$ cat src/rtl/fifo_rd_stream.sv
// Read-side drain engine: pulls words from an async FIFO and presents them as a valid/ready stream.
// Optional macro FIFO_RD_STREAM_CNT_EN adds a 16-bit transfer counter output (word_cnt).
module fifo_rd_stream #(
   parameter int DATA_WIDTH = 8,
   parameter int BUF_DEPTH  = 4,
   parameter int BUF_PTR    = 2
) (
   input  logic                  clkb,
   input  logic                  rstb,
   input  logic [DATA_WIDTH-1:0] fifo_data,
   input  logic                  fifo_empty,
   output logic                  fifo_rd_en,
   output logic [DATA_WIDTH-1:0] m_data,
   output logic                  m_valid,
   input  logic                  m_ready,
`ifdef FIFO_RD_STREAM_CNT_EN
   output logic [15:0]           word_cnt,
`endif
   output logic [BUF_PTR:0]      buf_level
);

   logic [DATA_WIDTH-1:0] buf_mem_r [BUF_DEPTH];
   logic [BUF_PTR:0]      occ_r;
   logic                  pend_r;
   logic [BUF_PTR-1:0]    wr_idx_r;
   logic [BUF_PTR-1:0]    rd_idx_r;
   logic                  pop_s;
   logic [BUF_PTR+1:0]    inflight_s;

   // Words held plus the word arriving this cycle; the read about to issue must still fit.
   assign inflight_s = {1'b0, occ_r} + {{(BUF_PTR+1){1'b0}}, pend_r};
   assign fifo_rd_en = !rstb && !fifo_empty && (inflight_s < (BUF_PTR+2)'(BUF_DEPTH));

   assign m_valid   = (occ_r != {(BUF_PTR+1){1'b0}});
   assign pop_s     = m_valid && m_ready;
   assign m_data    = buf_mem_r[rd_idx_r];
   assign buf_level = occ_r;

   // Skid buffer state: capture the word read last cycle, retire on transfer.
   always_ff @(posedge clkb or posedge rstb) begin
      if (rstb) begin
         occ_r    <= {(BUF_PTR+1){1'b0}};
         pend_r   <= 1'b0;
         wr_idx_r <= {BUF_PTR{1'b0}};
         rd_idx_r <= {BUF_PTR{1'b0}};
         for (int i = 0; i < BUF_DEPTH; i++) begin
            buf_mem_r[i] <= {DATA_WIDTH{1'b0}};
         end
      end else begin
         pend_r <= fifo_rd_en;
         if (pend_r) begin
            buf_mem_r[wr_idx_r] <= fifo_data;
            wr_idx_r            <= wr_idx_r + BUF_PTR'(1);
         end else begin
            wr_idx_r <= wr_idx_r;
         end
         if (pop_s) begin
            rd_idx_r <= rd_idx_r + BUF_PTR'(1);
         end else begin
            rd_idx_r <= rd_idx_r;
         end
         occ_r <= occ_r + {{BUF_PTR{1'b0}}, pend_r} - {{BUF_PTR{1'b0}}, pop_s};
      end
   end

`ifdef FIFO_RD_STREAM_CNT_EN
   logic [15:0] word_cnt_r;

   // Free-running count of stream transfers, wrapping at 16 bits.
   always_ff @(posedge clkb or posedge rstb) begin
      if (rstb) begin
         word_cnt_r <= 16'h0000;
      end else if (pop_s) begin
         word_cnt_r <= word_cnt_r + 16'h0001;
      end else begin
         word_cnt_r <= word_cnt_r;
      end
   end

   assign word_cnt = word_cnt_r;
`endif

endmodule

$ cat config.mk
export PLATFORM = sky130hd
export DESIGN_NAME = fifo_rd_stream
export DESIGN_NICKNAME = d
export VERILOG_FILES = /design/src/rtl/fifo_rd_stream.sv
export SDC_FILE = /design/constraint.sdc
export NUM_CORES = 1
export LEC_CHECK = 0
export BUFFER_PORTS_ARGS = -buffer_cell sky130_fd_sc_hd__buf_2
export CORE_ASPECT_RATIO = 1.2
export CORE_MARGIN = 3
export CORE_UTILIZATION = 25
export CTS_CLUSTER_SIZE = 25
export DETAILED_ROUTE_END_ITERATION = 7
export SETUP_SLACK_MARGIN = 0.15
export SLEW_MARGIN = 20
export SYNTH_ARGS = -nofsm -noshare
export SYNTH_HDL_FRONTEND = slang
export SYNTH_SLANG_ARGS = --single-unit
$ cat constraint.sdc
create_clock -name clkb -period 3 [get_ports clkb]
set_clock_uncertainty 0.05 [all_clocks]
set_input_delay 0 -clock clkb [delete_from_list [all_inputs] [get_ports clkb]]
set_output_delay 0 -clock clkb [all_outputs]
set_load 0.005 [all_outputs]
==> results of run 1 <==
worst max path at each step:
stage                 startpoint           end  slack (ns)  depth (start not counted)
CTS                 buf_level[1]  buf_level[2]        1.03                          6
detailed placement  buf_level[1]  buf_level[2]        1.04                          6
floorplan           buf_level[1]  buf_level[2]        1.10                          6
global placement    buf_level[1]  buf_level[2]        1.07                          6
finish              buf_level[1]  buf_level[2]        1.04                          6
global route        buf_level[1]  buf_level[2]        0.89                          6
logic make-up after synthesis:
kind of cell             count (synthesis)  share of synthesized area
multiplexers                            40                     0.3263
flip-flops                              40                     0.4944
buffers and inverters                   10                    0.03399
AND/OR/NAND/NOR                          9                    0.05563
adder cells (fa/ha/maj)                  8                    0.05315
AO/OA/AOI/OAI                            5                    0.01916
XOR/XNOR                                 4                    0.01731
final cells by class:
class | count | area, um2
fillers | 791 | 5373
flip-flops and latches | 40 | 1001
multi-input cells | 66 | 954.7
repair buffers | 36 | 235.2
well taps | 92 | 115.1
clock buffers | 8 | 90.09
inverters | 7 | 26.28
registers in the layout (all words and copies together) (netlist names):
signal and cells:
buf_level 3, buf_mem_r 32, pend_r 1, rd_idx_r 2, wr_idx_r 2
worst register-to-register path: cells and delay by family (launching register included):
kind            cells  cell delay (ns)
fa+ha+maj           3             0.82
flops               1             0.46
compound gates      1             0.35
xor+xnor            1             0.13
buf+inv             1             0.04
power groups by stage:
stage	Sequential (uW)	Combinational (uW)	Clock [uW]
5_1_grt	1100	1130	405
4_1_cts	1060	1040	384
3_3_place_gp	1060	1010	0
3_5_place_dp	1070	1020	0
6_report	1050	1020	362
2_1_floorplan	949	870	0
through the flow:
| step | instance area, um2 | hold WS [ns] | setup slack, ns |
|---|---|---|---|
| 4_1_cts | 2422 | 0.01123 | 1.032 |
| 2_1_floorplan | 2024 | 0.09851 | 1.098 |
| 3_3_place_gp | 2232 | 0.1271 | 1.069 |
| 6_report | 2422 | 0.02011 | 1.040 |
| 3_5_place_dp | 2232 | 0.1336 | 1.044 |
| 5_1_grt | 2422 | 0.02937 | 0.8922 |
routing by layer:
metal / track usage / wire length (um)
met1: 0.1267 / 1714
met2: 0.1288 / 1717
met3: 0.02681 / 155
met4: 0.02268 / 46
met5: 0 / 0
placed cells by master, fill, tap and decap left out, types with 4 or more instances in the layout:
master         netlist  final
dlygate4sd3_1        0     10
mux2_4              32     32
nand2_8              4      4
inv_1                7      7
ha_1                 7      7
mux4_2               8      8
dfrtp_1             40     40
buf_2                0     24
clkbuf_8             0      6
==> results.cfg, run 1 <==
[clock_tree]
cts_buffers = 5
clk_path_buf_depth = 2
post_cts_resized = 0
cts.reportedPaths.clkPinSlew_ns = 0.07
cts.sinks = 40
cts_setup_buffers = 0
clock_latency_ns = 0.29
htree_levels = 2
cts-root-buf = clkbuf_8
cts_tree = yes
hold_buffers = 10

[logic_synthesis]
synth_cell_type_count = 21
synth_top_area_share = 0.4944
synth_area_um2 = 2024
yosysMostFrequentCell = dfrtp_1
synthCells = 116
synth-seq-cells = 40
yosysWarningCount = 0
synth_seq_area_share = 0.4944
syn-num-nets = 136
synthArstFlopShare = 1.000
synthTopCellsByArea = dfrtp_1 49%, mux2_4 24%, mux4_2 8.9%
synth.avg_cell_area_um2 = 17.45
synth_edf_count = 0
ys_top_cells_by_count = 40 x dfrtp_1, 32 x mux2_4, 8 x mux4_2, 7 x ha_1, 7 x inv_1
ys.flop_type = dfrtp_1
synth_area_leader_cell = dfrtp_1

[hold_path]
min-delay-start = fifo_empty
hp-class = input pin to register
min_path_cells = 3
hold_end = pend_r

[worst_setup_path]
cp_common_cell = ha_1
cp_top_family = adder cells
timing.rr.start = buf_level[1]
path_cells = o31a_1 > ha_1 > inv_1 > ha_1 > fa_1 > xnor2_1
regToRegSetupSlack_ns = 1.04
cp_slowest_cell = dfrtp_1
worstRegToRegCells = 6
cp-end-kind = register
cp.required_ns = 3.12
critPathLaunchType = register
worstReg2RegEnd = buf_level[2]
cp.arrival_ns = 2.08
crit_type = register to register
crit_path_max_fanout = 8
cp_num_buf_inv = 1
crit_path_max_incr_delay_ns = 0.46

[route]
drc_errors = 0
routedWlPerCell_um = 14.59
firstDrtPassIters = 4
drt_iter0_drc = 49
viasPerCell = 4.369
antenna_left = 0
wl_um = 3634
vias = 1088

[sta]
setup_tns_ns = 0
rsz0062_at_grt = false
slew_violations = 0
hold_violations = 0
fmax_mhz = 510.1
worstMarginPinSlew_ns = 0.5830
period_minus_slack_ns = 1.960
slew_headroom = 0.6113
setup_viol = 0
finalCritPeriodShare = 0.6534

[floorplanning]
fp.dieArea_um2 = 9218
rows = 35
initial_core_util = 0.2597
core_um2 = 7795
die_w_um = 88.15
ioPinCount = 25
die_height_um = 104.6

[final_layout]
antenna_cells = 0
fin_nets = 176
layout-drive-gt1-share = 0.4841
synthToLayoutAreaGrowth_pct = 19.65
final_util = 0.3108
final_cells = 249

[grt]
grt_max_degree = 41
antenna_found_initial = 0
grtUsageTotal = 0.08810
grt_overflow = 0
first_global_vias = 1250
grt_pass1_wl_um = 6361

[pwr]
p_switching_uw = 747.1
p_seq_frac = 0.433
clock_power_share = 0.149
p_int_uw = 1688
pwr_density_cell_nw_per_um2 = 1005
switching_share = 0.3068
ir_drop_mv = 0.4706
p_leak_uw = 0.001151
p_comb_frac = 0.418
power_uw = 2435

[job]
maxCapViolations = 0

[place]
place_inst = 231
io_buffer_count = 24
place_congestion = 0.6727
dp_hpwl_um = 2443

[outcome]
status = complete, no violations
Note: power is estimated with default switching activity, not from simulation.
==> run 2: changes to the inputs <==
==> constraint.sdc (replaced) <==
create_clock -name clkb -period 2 [get_ports clkb]
set_clock_uncertainty 0.05 [all_clocks]
set_input_delay 0 -clock clkb [delete_from_list [all_inputs] [get_ports clkb]]
set_output_delay 0 -clock clkb [all_outputs]
set_load 0.005 [all_outputs]
==> run 2 against run 1 <==
  * Flip-flop and latch count is the same
  * Sequential power up 41%
  * Maximum frequency increased by 7.1%
  * Cell count grew 2.8%
  * Clock power up 120%
  * Power up 65%
  * Critical path depth stayed put
  * Global-route usage grew 0.11 points
  * Die area unchanged
  * Worst hold slack gained 0.33 ns
  * Clock-buffer cell count decreased by 3
  * Largest cell class unchanged
  * Highest routed layer unchanged
==> results.cfg, run 2 (synthesis results as in run 1) <==
[outcome]
status = complete, no violations

[floorplanning]
fp.dieArea_um2 = 9218
rows = 35
ioPinCount = 25
initial_core_util = 0.2597
core_um2 = 7795
die_w_um = 88.15
die_height_um = 104.6

[final_layout]
layout_commonest_cell = dfrtp_1
synthToLayoutAreaGrowth_pct = 25.28
largest_register_ffs = 32
fillerInstances = 766
final_util = 0.3254
fin_nets = 184
layout-drive-gt1-share = 0.5305
layout_common_cells = 40 x dfrtp_1, 32 x mux2_4, 24 x buf_2
antenna_cells = 0
top_register = buf_mem_r
postLayoutCellArea_um2 = 2536

[hold_path]
hp-class = input pin to async pin

[sta]
rsz0062_at_grt = true
fin_ws_ns = 0.1695
setup_tns_ns = 0
period_minus_slack_ns = 1.831
finalCritPeriodShare = 0.9153
slew_headroom = 0.6535
setup_viol = 0
slew_violations = 0
hold_violations = 0
worstMarginPinSlew_ns = 0.5197
fmax_mhz = 546.3

[clock_tree]
cts_buffers = 5
cts.sinks = 40
cts_tree = yes
htree_levels = 2
cts-root-buf = clkbuf_8
cts.reportedPaths.clkPinSlew_ns = 0.08
clk_path_buf_depth = 2
clock_latency_ns = 0.29

[worst_setup_path]
crit_path_max_fanout = 2
critPathLaunchType = register
cp.arrival_ns = 1.97
crit_type = register to register
cp_slowest_cell = dfrtp_1
cp.required_ns = 2.14
worstRegToRegCells = 6
timing.rr.start = buf_level[1]
cp-end-kind = register
regToRegSetupSlack_ns = 0.17
crit_path_max_incr_delay_ns = 0.39
worstReg2RegEnd = buf_level[2]
path_cells = o31a_1 > ha_1 > inv_1 > ha_2 > fa_2 > xnor2_2

[pwr]
p_leak_uw = 0.001211
ir_drop_mv = 0.7930
pwr_density_cell_nw_per_um2 = 1588

[place]
post_dp_cell_area_um2 = 2280
io_buffer_count = 24
place_congestion = 0.7107
place_ws_ns = 0.1816
dp_hpwl_um = 2572

[route]
antenna_left = 0
drc_errors = 0
wl_um = 3793
routedWlPerCell_um = 14.82
firstDrtPassIters = 2
drt_iter0_drc = 50
vias = 1095
viasPerCell = 4.277

[grt]
first_global_vias = 1161
grt_max_degree = 41
grt_overflow = 0
grtUsageTotal = 0.08919
grt_pass1_wl_um = 6258
antenna_found_initial = 0

[job]
maxCapViolations = 0
run 2: layout make-up:
cell class                 count  area (um2)  share of cell area
multi-input combinational     66       967.2              0.3814
inverter                       7       26.28             0.01036
timing repair buffer          44       297.8              0.1174
clock inverter                 2       60.06             0.02368
tap                           92       115.1             0.04539
clock buffer                   5       68.82             0.02713
sequential                    40        1001              0.3947
run 2: report_power, final:
group          total, uW  switching [uW]  internal [uW]
clock                782             290            492
combinational       1770             631           1140
sequential          1480             254           1220
total               4030            1180           2850
run 2: worst max path at each step:
stage                       startpoint           end
final                     buf_level[1]  buf_level[2]
after detailed placement  buf_level[2]  buf_level[2]
after CTS                 buf_level[2]  buf_level[2]
after global placement    buf_level[2]  buf_level[2]
after global routing      buf_level[1]  buf_level[2]
after floorplan           buf_level[2]  buf_level[2]
run 2: what timing repair did:
action                                  4_1_cts  5_1_grt
setup buffers                                 0        1
gates resized for setup                       0        2
hold buffers                                 11        0
hold endpoints to repair                     74        0
endpoints found under the setup margin        0        2
run 2: routing by layer:
| metal | GRT usage | wire (um) | vias up |
|---|---|---|---|
| met1 | 0.1260 | 1786 | 556 |
| met3 | 0.03155 | 168 | 4 |
| met2 | 0.1282 | 1800 | 24 |
| li1 | - | - | 511 |
| met4 | 0.02592 | 38 | 0 |
| met5 | 0 | 0 | - |
run 2: stage by stage:
step           total power, uW  hold WS, ns  std cells
2_1_floorplan             2732      0.09851        116
3_3_place_gp              3202       0.1262        237
3_5_place_dp              3238       0.1309        237
4_1_cts                   4051       0.3588        255
5_1_grt                   4292       0.3913        256
6_report                  4029       0.3468        256
run 2: critical path, delay by kind of cell, from the launching register on:
kind | cells | cell delay [ns]
compound gates | 1 | 0.32
xor+xnor | 1 | 0.14
buf+inv | 1 | 0.04
fa+ha+maj | 3 | 0.79
flops | 1 | 0.39
==> run 3: changes to the inputs <==
==> constraint.sdc (replaced) <==
create_clock -name clkb -period 2 [get_ports clkb]
set_clock_uncertainty 0.05 [all_clocks]
set_input_delay 0.4 -clock clkb [delete_from_list [all_inputs] [get_ports clkb]]
set_output_delay 0.4 -clock clkb [all_outputs]
set_load 0.005 [all_outputs]
==> run 3 against run 2 <==
  * Design area fell by 1.9%
  * Global-route usage grew 0.42 points
  * Register-to-register slack barely moved
  * Clock power decreased by 16%
  * Worst hold slack worse by 0.16 ns
  * Sequential share of layout area rose by 0.80 points
  * Non-clock buffer count down 4
  * Clock-buffer cell count did not move
  * Die area unchanged
  * Critical path type is now register to primary output
  * Largest cell class unchanged
  * Largest power group unchanged
==> results.cfg, run 3 (synthesis results as in run 1) <==
[pwr]
clock_power_share = 0.161
p_int_uw = 2843
ir_drop_mv = 0.6494
switching_share = 0.2992
p_seq_frac = 0.365
p_comb_frac = 0.474
p_leak_uw = 0.001189
p_switching_uw = 1214
pwr_density_cell_nw_per_um2 = 1630

[route]
viasPerCell = 4.340
wl_um = 3882
vias = 1098
routedWlPerCell_um = 15.34
drc_errors = 0
antenna_left = 0
drt_iter0_drc = 46
firstDrtPassIters = 4

[sta]
rsz0062_at_grt = true
hold_violations = 0
setup_viol = 0
period_minus_slack_ns = 1.920
whs_ns = 0.1878
setup_tns_ns = 0
finalCritPeriodShare = 0.9598
slew_headroom = 0.6551
fmax_mhz = 520.9
slew_violations = 0
worstMarginPinSlew_ns = 0.5174

[grt]
grt_pass1_wl_um = 6624
grt_overflow = 0
grt_max_degree = 41
use_met2 = 0.1374
first_global_vias = 1213
antenna_found_initial = 0
grt_use_met3 = 0.02918
met1_usage = 0.1335
grtUsageTotal = 0.09336
busiest_layer = met2

[place]
dp_hpwl_um = 2616
place_inst = 238
io_buffer_count = 24
post_dp_cell_area_um2 = 2287
place_congestion = 0.7171

[clock_tree]
clock_latency_ns = 0.29
clk_path_buf_depth = 2
cts.reportedPaths.clkPinSlew_ns = 0.08
cts-root-buf = clkbuf_8
hold_buffers = 0
cts_buffers = 5
cts.sinks = 40
cts_tree = yes
htree_levels = 2

[final_layout]
layout_commonest_cell = dfrtp_1
antenna_cells = 0
largest_register_ffs = 32
postLayoutCellArea_um2 = 2489
synthToLayoutAreaGrowth_pct = 22.93
fin_nets = 180
final_cells = 253
layout_common_cells = 39 x dfrtp_1, 32 x mux2_4, 23 x buf_2
fillerInstances = 786
top_register = buf_mem_r
layout-drive-gt1-share = 0.5963

[worst_setup_path]
cp-end-kind = primary output
crit_type = register to primary output
timing.rr.start = buf_level[1]
path_cells = buf_6 > mux4_2 > buf_2
cp-startpoint = rd_idx_r[0]
crit_path_max_incr_delay_ns = 0.50
critPathLaunchType = register
cp.required_ns = 1.55
cp_slowest_cell = mux4_2
cp_num_buf_inv = 2
crit_path_max_fanout = 6
cp_top_family = multiplexers
cp.arrival_ns = 1.47

[floorplanning]
core_um2 = 7795
die_height_um = 104.6
initial_core_util = 0.2597
ioPinCount = 25
rows = 35
fp.dieArea_um2 = 9218
die_w_um = 88.15

[job]
maxCapViolations = 0

[hold_path]
hp-class = input pin to async pin

[outcome]
status = complete, no violations
run 3: metal layers:
metal,part of all wire,vias up
met5,0,-
met4,0.0033,0
met3,0.044,2
met2,0.47,23
met1,0.48,565
li1,-,508
run 3: worst paths after layout:
path,slack [ns],cells past startpoint,to
max reg2reg,0.17,5,buf_level[1]
max in group asynchronous,1.31,3,rd_idx_r[1]
max,0.08,3,m_data[4]
min,0.19,3,buf_level[1]
min reg2reg,0.46,1,buf_mem_r[12]
min in group clkb,0.34,2,buf_mem_r[27]
run 3: layout make-up:
| class | instances | area (um2) | area share |
|---|---|---|---|
| Clock buffer | 5 | 68.82 | 0.02765 |
| Timing Repair Buffer | 40 | 261.5 | 0.1051 |
| Multi-Input combinational cell | 66 | 972.2 | 0.3906 |
| Clock inverter | 3 | 42.54 | 0.01709 |
| Tap cell | 92 | 115.1 | 0.04625 |
| Sequential cell | 40 | 1002 | 0.4027 |
| Inverter | 7 | 26.28 | 0.01056 |
run 3: what timing repair did:
action	4_1_cts	5_1_grt
endpoints found under the setup margin	9	12
resized for setup	6	3
pin swaps	1	4
buffers inserted	6	1
run 3: tightest hold or removal path, stage by stage:
cell   delay [ns]
buf_2        0.11
inv_1        0.04
buf_4        0.42
run 3: power by group through the flow:
stage	combinational (uW)	sequential [uW]	clock (uW)
after floorplan	1310	1420	0
after global placement	1740	1480	0
after detailed placement	1770	1490	0
after CTS	1900	1490	683
after global routing	2110	1540	707
final	1920	1480	653
run 3: stage by stage:
step	utilization	total power [uW]	setup slack, ns
2_1_floorplan	-	2732	0.1537
3_3_place_gp	0.2934	3221	0.2005
3_5_place_dp	0.2934	3258	0.1727
4_1_cts	0.3167	4074	0.04414
5_1_grt	0.3193	4357	0.01285
6_report	0.3193	4057	0.08035
